## src/rtl/a429_tx_serializer.sv

```systemverilog
// ARINC429 transmit bit engine: takes one 32-bit word over valid/ready, can
// replace bit 31 with odd parity, and sends the word LSB first as bipolar RZ on
// the HI/LO driver controls. After each word it holds a 4-bit-time null gap
// before it accepts the next word.
module a429_tx_serializer #(
  parameter int unsigned CLOCK_KHZ = 100000
) (
  input  logic        clk_i,
  input  logic        rst_i,
  input  logic        spd_i,
  input  logic        par_en_i,
  input  logic [31:0] dat_i,
  input  logic        vld_i,
  output logic        rdy_o,
  output logic        txa_o,
  output logic        txb_o,
  output logic        busy_o
);

  localparam int unsigned HB_HS  = CLOCK_KHZ / 200;
  localparam int unsigned HB_LS  = 8 * HB_HS;
  localparam int unsigned GAP_HS = 8 * HB_HS;
  localparam int unsigned GAP_LS = 8 * HB_LS;
  localparam int unsigned CNT_W  = $clog2(GAP_LS);

  localparam logic [CNT_W-1:0] HB_HS_LOAD  = CNT_W'(HB_HS - 1);
  localparam logic [CNT_W-1:0] HB_LS_LOAD  = CNT_W'(HB_LS - 1);
  localparam logic [CNT_W-1:0] GAP_HS_LOAD = CNT_W'(GAP_HS - 1);
  localparam logic [CNT_W-1:0] GAP_LS_LOAD = CNT_W'(GAP_LS - 1);
  localparam logic [CNT_W-1:0] CNT_ZERO    = {CNT_W{1'b0}};

  typedef enum logic [1:0] {
    IDLE     = 2'd0,
    BIT_ON   = 2'd1,
    BIT_NULL = 2'd2,
    GAP      = 2'd3
  } state_e;

  // Odd parity over 32 bits: bit 31 makes the total number of ones odd.
  function automatic logic odd_par(input logic [30:0] d);
    return ~(^d);
  endfunction

  state_e           state_r, state_s;
  logic [31:0]      sh_r, sh_s;
  logic             spd_r, spd_s;
  logic [CNT_W-1:0] cnt_r, cnt_s;
  logic [4:0]       bit_cnt_r, bit_cnt_s;
  logic             txa_r, txa_s;
  logic             txb_r, txb_s;
  logic             rdy_r, rdy_s;
  logic             busy_r, busy_s;
  logic [31:0]      word_s;
  logic [CNT_W-1:0] hb_load_s;
  logic [CNT_W-1:0] gap_load_s;
  logic             cnt_zero_s;
  logic             bit_last_s;

  // Next-state and next-output logic for the bit sequencer.
  always_comb begin
    state_s    = state_r;
    sh_s       = sh_r;
    spd_s      = spd_r;
    cnt_s      = cnt_r;
    bit_cnt_s  = bit_cnt_r;
    txa_s      = txa_r;
    txb_s      = txb_r;
    rdy_s      = rdy_r;
    busy_s     = busy_r;
    word_s     = 32'h0000_0000;
    hb_load_s  = spd_r ? HB_HS_LOAD : HB_LS_LOAD;
    gap_load_s = spd_r ? GAP_HS_LOAD : GAP_LS_LOAD;
    cnt_zero_s = (cnt_r == CNT_ZERO);
    bit_last_s = (bit_cnt_r == 5'd31);

    case (state_r)
      IDLE: begin
        if (vld_i && rdy_r) begin
          word_s    = {(par_en_i ? odd_par(dat_i[30:0]) : dat_i[31]), dat_i[30:0]};
          sh_s      = word_s;
          spd_s     = spd_i;
          cnt_s     = spd_i ? HB_HS_LOAD : HB_LS_LOAD;
          bit_cnt_s = 5'd0;
          txa_s     = word_s[0];
          txb_s     = ~word_s[0];
          rdy_s     = 1'b0;
          busy_s    = 1'b1;
          state_s   = BIT_ON;
        end else begin
          txa_s = 1'b0;
          txb_s = 1'b0;
        end
      end
      BIT_ON: begin
        if (cnt_zero_s) begin
          // Drop the finished bit now so the next one sits in sh_r[0].
          sh_s    = {1'b0, sh_r[31:1]};
          cnt_s   = hb_load_s;
          txa_s   = 1'b0;
          txb_s   = 1'b0;
          state_s = BIT_NULL;
        end else begin
          cnt_s = cnt_r - {{(CNT_W-1){1'b0}}, 1'b1};
        end
      end
      BIT_NULL: begin
        if (cnt_zero_s) begin
          if (bit_last_s) begin
            cnt_s   = gap_load_s;
            state_s = GAP;
          end else begin
            bit_cnt_s = bit_cnt_r + 5'd1;
            cnt_s     = hb_load_s;
            txa_s     = sh_r[0];
            txb_s     = ~sh_r[0];
            state_s   = BIT_ON;
          end
        end else begin
          cnt_s = cnt_r - {{(CNT_W-1){1'b0}}, 1'b1};
        end
      end
      GAP: begin
        if (cnt_zero_s) begin
          rdy_s   = 1'b1;
          busy_s  = 1'b0;
          state_s = IDLE;
        end else begin
          cnt_s = cnt_r - {{(CNT_W-1){1'b0}}, 1'b1};
        end
      end
      default: begin
        txa_s   = 1'b0;
        txb_s   = 1'b0;
        rdy_s   = 1'b1;
        busy_s  = 1'b0;
        cnt_s   = CNT_ZERO;
        state_s = IDLE;
      end
    endcase
  end

  // State, datapath and registered line outputs; reset forces the line to null.
  always_ff @(posedge clk_i or negedge rst_i) begin
    if (!rst_i) begin
      state_r   <= IDLE;
      sh_r      <= 32'h0000_0000;
      spd_r     <= 1'b0;
      cnt_r     <= CNT_ZERO;
      bit_cnt_r <= 5'd0;
      txa_r     <= 1'b0;
      txb_r     <= 1'b0;
      rdy_r     <= 1'b1;
      busy_r    <= 1'b0;
    end else begin
      state_r   <= state_s;
      sh_r      <= sh_s;
      spd_r     <= spd_s;
      cnt_r     <= cnt_s;
      bit_cnt_r <= bit_cnt_s;
      txa_r     <= txa_s;
      txb_r     <= txb_s;
      rdy_r     <= rdy_s;
      busy_r    <= busy_s;
    end
  end

  assign txa_o  = txa_r;
  assign txb_o  = txb_r;
  assign rdy_o  = rdy_r;
  assign busy_o = busy_r;

endmodule

```

## config.mk

```make
export PLATFORM = sky130hd
export DESIGN_NAME = a429_tx_serializer
export DESIGN_NICKNAME = d
export VERILOG_FILES = /design/src/rtl/a429_tx_serializer.sv
export SDC_FILE = /design/constraint.sdc
export NUM_CORES = 1
export LEC_CHECK = 0
export ABC_AREA = 0
export CAP_MARGIN = 10
export CORE_ASPECT_RATIO = 0.75
export CORE_MARGIN = 2
export CORE_UTILIZATION = 57
export CTS_CLUSTER_SIZE = 20
export DETAILED_ROUTE_END_ITERATION = 7
export PLACE_DENSITY = 0.89
export SYNTH_ARGS = -nofsm -noshare
export SYNTH_HDL_FRONTEND = slang
export SYNTH_SLANG_ARGS = --single-unit
```

## constraint.sdc

```tcl
create_clock -name clk_i -period 2.2 [get_ports clk_i]
set_input_delay 0.33 -clock clk_i [delete_from_list [all_inputs] [get_ports clk_i]]
set_output_delay 0.33 -clock clk_i [all_outputs]
set_load 0.05 [all_outputs]
```

==> results.toml, run 1 <==
[synthesis]
async_flop_share_pct = 100
synth.largest_area_cell = "dfrtp_1"
syn_inst = 389
syn_area_um2 = 3610
synth_cell_types = 52
synth_nets = 438
synth.top_cell.area_share_pct = 40.2
synth_warnings = 0
ys_ff_latch = 59
synth_top_flop_cell = "dfrtp_1"
synth_enable_flop_cells = 0
yosys-top-cells-area = "dfrtp_1, mux2i_1, a21oi_1, nor2_1, xnor2_1"
syn_area_per_cell_um2 = 9.28
yosysSeqAreaShare_pct = 40.9

[final_layout]
regArea_um2 = 1480
fillCellCount = 440
syn2layout_area_growth_pct = 25.7
fin_util_pct = 72.9
multi_input_area_um2 = 2060
drive_gt1_share_pct = 14.6
final_area_um2 = 4540
layout.nets = 502
num_antenna_cells = 0
stdcell_count = 539

[global_route]
grtUsageTotal_pct = 27.7
grt_overflow = 0
grt_max_degree = 63
antenna_found_initial = 0
grt_pass1_vias = 3123
grt_pass1_wl_um = 14700

[sta]
finalHoldViolations = 0
worstMarginPinSlew_ns = 0.536
final-max-slew-violation-count = 0
max_freq_ghz = 0.471
setup_viol = 0
maxSlewHeadroom_pct = 64.3
rsz0062_at_grt = "true"
skew_ns = 0.00938
tns_ns = 0
fin_crit_sh_pct = 96.4
fin_crit_ns = 2.12

[place]
placed_area_um2 = 4280
place.gp.congestion = 0.917
dpl.hpwl_um = 6420
place_inst = 520
io_buffers = 40

[clocking]
clkSlewWorstSetupHoldPaths_ns = 0.07
cts_root_buf = "clkbuf_8"
numCtsBuffers = 9
cts.htree.levels = 3
cts_max_path_buffers = 2
cts_tree = "built"
clk_latency_ns = 0.34
cts.sinks = 59

[pwr]
vdd_drop_max_v = 0.000920
power_frac_seq_pct = 30.3
p_leak_nw = 1.95
power.internal_w = 0.00360
switching_share_pct = 44.0
pwr_density_cell_nw_per_um2 = 1420
pwr-share-comb_pct = 55.4
total_power_w = 0.00642
switchingPower_w = 0.00283
p_clk_share_pct = 14.3

[die]
die_w_um = 95.9
io_pins = 41
fp.coreArea_um2 = 6220
die_h_um = 72.9
row_count = 25
start_util_pct = 58.0
fp.dieArea_um2 = 6990

[critical_path]
slowest_delay_ns = 0.48
r2r_slack_ns = 0.08
path_class = "reg -> reg"
crit_family = "simple AND/OR/NAND/NOR gates"
worstPathMaxFanout = 6
cp-start-kind = "register"
end_kind = "register"
path_cells = "nor4_2, buf_4, nand4b_2, or4_4, a22oi_2, o21ai_1, a21oi_1"
cp_num_buf_inv = 1
cp.required_ns = 2.47
cp_data_arrival_time_ns = 2.39
worst_path_max_delay_cell = "or4_4"

[outcome]
status = "finished clean"

[route]
dr.pass1.iters = 6
wire_per_inst_um = 17.1
drc_errors = 0
ant_nets = 0
drt_wl_total_um = 9240
vias = 3217
drtIter0Drc = 283
via_per_inst = 5.97

[flow_run]
drv_cap = 0

[min_path]
min_path_type = "in -> async"
[cell usage in the layout, fill, tap and decap left out, types with 2 or more instances in the layout]
| master | synthesis | final |
|---|---|---|
| ha_1 | 12 | 8 |
| buf_4 | 4 | 29 |
| nor4_2 | 1 | 3 |
| clkdlybuf4s50_1 | 0 | 39 |
| dfrtp_1 | 58 | 58 |
| o22ai_1 | 2 | 2 |
| xnor3_1 | 4 | 4 |
| clkinv_2 | 0 | 2 |
| clkinvlp_4 | 0 | 2 |
| nor3_1 | 5 | 5 |
| nand3_1 | 7 | 7 |
| o31ai_1 | 3 | 3 |
| a21o_1 | 2 | 2 |
| o21bai_1 | 2 | 2 |
| nor2_1 | 56 | 56 |
| nor4_1 | 6 | 4 |
| o21ai_1 | 1 | 2 |
| xnor2_1 | 22 | 22 |
| mux2i_1 | 35 | 35 |
| buf_12 | 0 | 3 |
| a21oi_1 | 49 | 48 |
| a32oi_1 | 2 | 2 |
| o22a_1 | 3 | 3 |
| nand4_1 | 3 | 3 |
| xor2_1 | 6 | 6 |
| o21ai_0 | 23 | 22 |
| clkbuf_8 | 0 | 11 |
| inv_1 | 10 | 10 |
| a31oi_1 | 6 | 6 |
| ha_2 | 0 | 3 |
| and2_1 | 2 | 2 |
| nand2_1 | 24 | 24 |
[routing by layer]
| metal | vias to the layer above | routed length (um) | GRT usage, % |
|---|---|---|---|
| li1 | 1510 | - | - |
| met1 | 1547 | 3870 | 35.1 |
| met2 | 138 | 4660 | 46.8 |
| met3 | 22 | 574 | 6.82 |
| met4 | 0 | 134 | 9.21 |
| met5 | - | 0 | 0 |
[cells by family (layout without fill, tap and decap cells)]
logic type,after synthesis,after routing,share of synthesized area (%)
buf+inv,30,99,3.67
flops,59,59,40.9
simple gates,116,116,15.3
fa+ha+maj,12,12,4.16
compound gates,104,104,16.7
xor+xnor,32,32,9.29
mux,36,36,10.0
[cells in the mapped netlist, types with 3 or more instances]
cell type	n
nand4_1	3
o31ai_1	3
dfrtp_1	58
nor3_1	5
buf_2	4
ha_1	12
o22a_1	3
inv_1	10
xnor3_1	4
nor4_1	6
xnor2_1	22
xor2_1	6
o21ai_0	23
nor2_1	56
a31oi_1	6
mux2i_1	35
nand3_1	7
buf_4	4
a21oi_1	49
nand2_1	24
clkbuf_1	11
[path summary, 6_finish.rpt]
kind | startpoint | endpoint | depth (start not counted)
setup / recovery | cnt_r[7] | cnt_r[5] | 7
hold / removal | rst_i | cnt_r[9] | 2
setup reg to reg | cnt_r[7] | cnt_r[5] | 7
hold reg to reg | rdy_o | rdy_o | 2
max in group asynchronous | rst_i | sh_r[6] | 3
min in group clk_i | rdy_o | rdy_o | 2
[worst reg2reg max path: stages (launching register included)]
cell and delay [ns]:
dfrtp_1 0.45, nor4_2 0.36, buf_4 0.19, nand4b_2 0.15
or4_4 0.48, a22oi_2 0.16, o21ai_1 0.10, a21oi_1 0.17
[sequential cells by signal, indices dropped and copies added, names as in the netlist]
name and count:
sh_r 32, state_r 2, rdy_o 1, txa_o 1
cnt_r 15, spd_r 1, bit_cnt_r 5, busy_o 1
txb_o 1
[through the flow]
step | hold slack [ns] | setup WS [ns]
after floorplan | 0.0344 | 0.237
after global placement | 0.328 | -0.182
after detailed placement | 0.340 | -0.352
after CTS | 0.496 | 0.00522
after global routing | 0.530 | -0.0347
final | 0.499 | 0.0791
[area by class of cell]
| cell class | instances | area share (%) |
|---|---|---|
| clock buffer | 12 | 3.42 |
| sequential | 59 | 32.6 |
| tap | 81 | 2.23 |
| inverter | 10 | 0.827 |
| clock inverter | 4 | 0.551 |
| multi-input combinational | 300 | 45.4 |
| timing repair buffer | 73 | 15.0 |
[power by group through the flow]
stage	sequential (W)	combinational (W)	clock, W
CTS	0.00193	0.00345	0.000922
finish	0.00195	0.00356	0.000917
global placement	0.00191	0.00322	0
detailed placement	0.00195	0.00340	0
floorplan	0.00194	0.00234	0
global route	0.00201	0.00389	0.000974
[repair_timing]
| action | 4_1_cts | 5_1_grt |
|---|---|---|
| endpoints found under the setup margin | 37 | 43 |
| hold buffers | 1 | 0 |
| endpoints found under the hold margin | 19 | 0 |
| setup buffers | 1 | 1 |
| resized for setup | 3 | 13 |
| pin swaps | 0 | 5 |
| gates cloned | 0 | 0 |
Power figures use the tool's default switching activity.
==> run 2, diff against run 1 <==
--- a/config.mk
+++ b/config.mk
@@ -12,6 +12,7 @@
 export CORE_UTILIZATION = 57
 export CTS_CLUSTER_SIZE = 20
 export DETAILED_ROUTE_END_ITERATION = 7
+export GPL_TIMING_DRIVEN = 0
 export PLACE_DENSITY = 0.89
 export SYNTH_ARGS = -nofsm -noshare
 export SYNTH_HDL_FRONTEND = slang
==> run 2 against run 1 <==
Against the previous run:
- clock power is 7.1% lower
- maximum frequency down 0.50%
- critical endpoint is now cnt_r[10]
- via count decreased by 2.9%
- flip-flop and latch count did not move
- critical path type unchanged
==> results.toml, run 2 (synthesized netlist as in run 1, its figures left out) <==
[critical_path]
cp-start-kind = "register"
worstPathMaxFanout = 7
end_kind = "register"
cp.required_ns = 2.47
path_class = "reg -> reg"
cp_data_arrival_time_ns = 2.40

[clocking]
cts_max_path_buffers = 2
clkSlewWorstSetupHoldPaths_ns = 0.07
cts_tree = "built"
cts_hold_buf = 0
clk_latency_ns = 0.34
numCtsBuffers = 9
cts_root_buf = "clkbuf_8"
cts.htree.levels = 3
cts.sinks = 59

[sta]
rsz0062_at_grt = "true"
max_freq_ghz = 0.469
setup_viol = 0
maxSlewHeadroom_pct = 53.3
worstMarginPinSlew_ns = 0.701
fin_crit_sh_pct = 96.9
hold_slack_ns = 0.0329
final-max-slew-violation-count = 0
tns_ns = 0
finalHoldViolations = 0
skew_ns = 0.00752
fin_crit_ns = 2.13

[final_layout]
syn2layout_area_growth_pct = 21.9
fillCellCount = 445
stdcell_count = 528
drive_gt1_share_pct = 11.9
regMostFlops = "sh_r"
mostFrequentLayoutCell = "dfrtp_1"
fin_util_pct = 70.7
regArea_um2 = 1480
multi_input_area_um2 = 2060
largest_reg_flops = 32
num_antenna_cells = 0
layout.nets = 492
layout_common_cells = "dfrtp_1, nor2_1, a21oi_1, clkdlybuf4s50_1, mux2i_1"
top_regs = "sh_r: 32 flops, cnt_r: 15 flops, bit_cnt_r: 5 flops"

[outcome]
status = "finished clean"

[die]
io_pins = 41
die_w_um = 95.9
fp.coreArea_um2 = 6220
die_h_um = 72.9
row_count = 25
start_util_pct = 58.0
fp.dieArea_um2 = 6990

[global_route]
grt_pass1_vias = 2924
grtUsageTotal_pct = 26.0
grt_pass1_wl_um = 13800
grt_overflow = 0
grt_max_degree = 31
antenna_found_initial = 0

[place]
dpl.hpwl_um = 5960
io_buffers = 40
place_inst = 511
place.gp.congestion = 0.917

[route]
vias = 3125
drtIter0Drc = 256
ant_nets = 0
drt_wl_total_um = 8590
via_per_inst = 5.92
drc_errors = 0
dr.pass1.iters = 5
wire_per_inst_um = 16.3

[pwr]
pwr_density_cell_nw_per_um2 = 1410
vdd_drop_max_v = 0.000744
total_power_w = 0.00623
p_leak_nw = 1.88

[min_path]
min_path_type = "in -> async"

[flow_run]
drv_cap = 0
==> run 2: power by group <==
part / switching, W / internal (W) / leakage, nW
logic: 0.00197 / 0.00143 / 1.10
registers: 0.000399 / 0.00157 / 0.700
clock network: 0.000427 / 0.000426 / 0.0839
total: 0.00280 / 0.00343 / 1.88
==> run 2: metal layers <==
layer / track usage, % / vias to the layer above / routed length, um
met5: 0 / - / 0
met4: 9.21 / 0 / 140
met3: 6.92 / 19 / 509
met2: 39.6 / 119 / 4080
met1: 36.2 / 1502 / 3850
li1: - / 1485 / -
==> run 2: stage by stage <==
stage	area [um2]	setup slack, ns
2_1_floorplan	3610	0.237
3_3_place_gp	4110	-1.09
3_5_place_dp	4130	-0.372
4_1_cts	4340	-0.0429
5_1_grt	4400	-0.0536
6_report	4400	0.0685
==> run 2: critical path: stages, from the launching register on <==
cell,delay [ns]
dfrtp_1,0.39
ha_1,0.21
and3_1,0.18
ha_2,0.26
inv_1,0.07
ha_1,0.18
a21boi_1,0.24
nor3_1,0.12
a221o_1,0.27
a21oi_1,0.15
==> run 2: final cells by class <==
cell class,count,share of cell area [%]
plain buffers,20,2.81
well taps,81,2.30
clock buffers,10,3.13
inverters,10,0.853
multi-input cells,300,46.9
clock inverters,5,0.682
flip-flops and latches,59,33.6
repair buffers,43,9.78
==> run 2: worst paths after layout <==
check	endpoint	start	cells after the start	slack (ns)
max	cnt_r[10]	bit_cnt_r[0]	9	0.07
min	state_r[0]	rst_i	1	0.03
max reg2reg	cnt_r[10]	bit_cnt_r[0]	9	0.07
min reg2reg	rdy_o	rdy_o	2	0.51
max in group asynchronous	rdy_o	rst_i	2	1.51
min in group clk_i	rdy_o	rdy_o	2	0.51
==> run 2: repair_timing <==
| action | CTS | global route |
|---|---|---|
| endpoints found under the hold margin | 0 | 0 |
| setup buffers | 1 | 1 |
| pin swaps | 3 | 1 |
| resized for setup | 9 | 27 |
| setup endpoints to repair | 44 | 48 |
| cloned | 0 | 0 |
==> run 3, diff against run 2 <==
--- a/config.mk
+++ b/config.mk
@@ -10,6 +10,7 @@
 export CORE_ASPECT_RATIO = 0.75
 export CORE_MARGIN = 2
 export CORE_UTILIZATION = 57
+export CTS_CLUSTER_DIAMETER = 60
 export CTS_CLUSTER_SIZE = 20
 export DETAILED_ROUTE_END_ITERATION = 7
 export GPL_TIMING_DRIVEN = 0
==> results of run 3 <==
Final layout, timing and power as in run 2 (identical DEF).
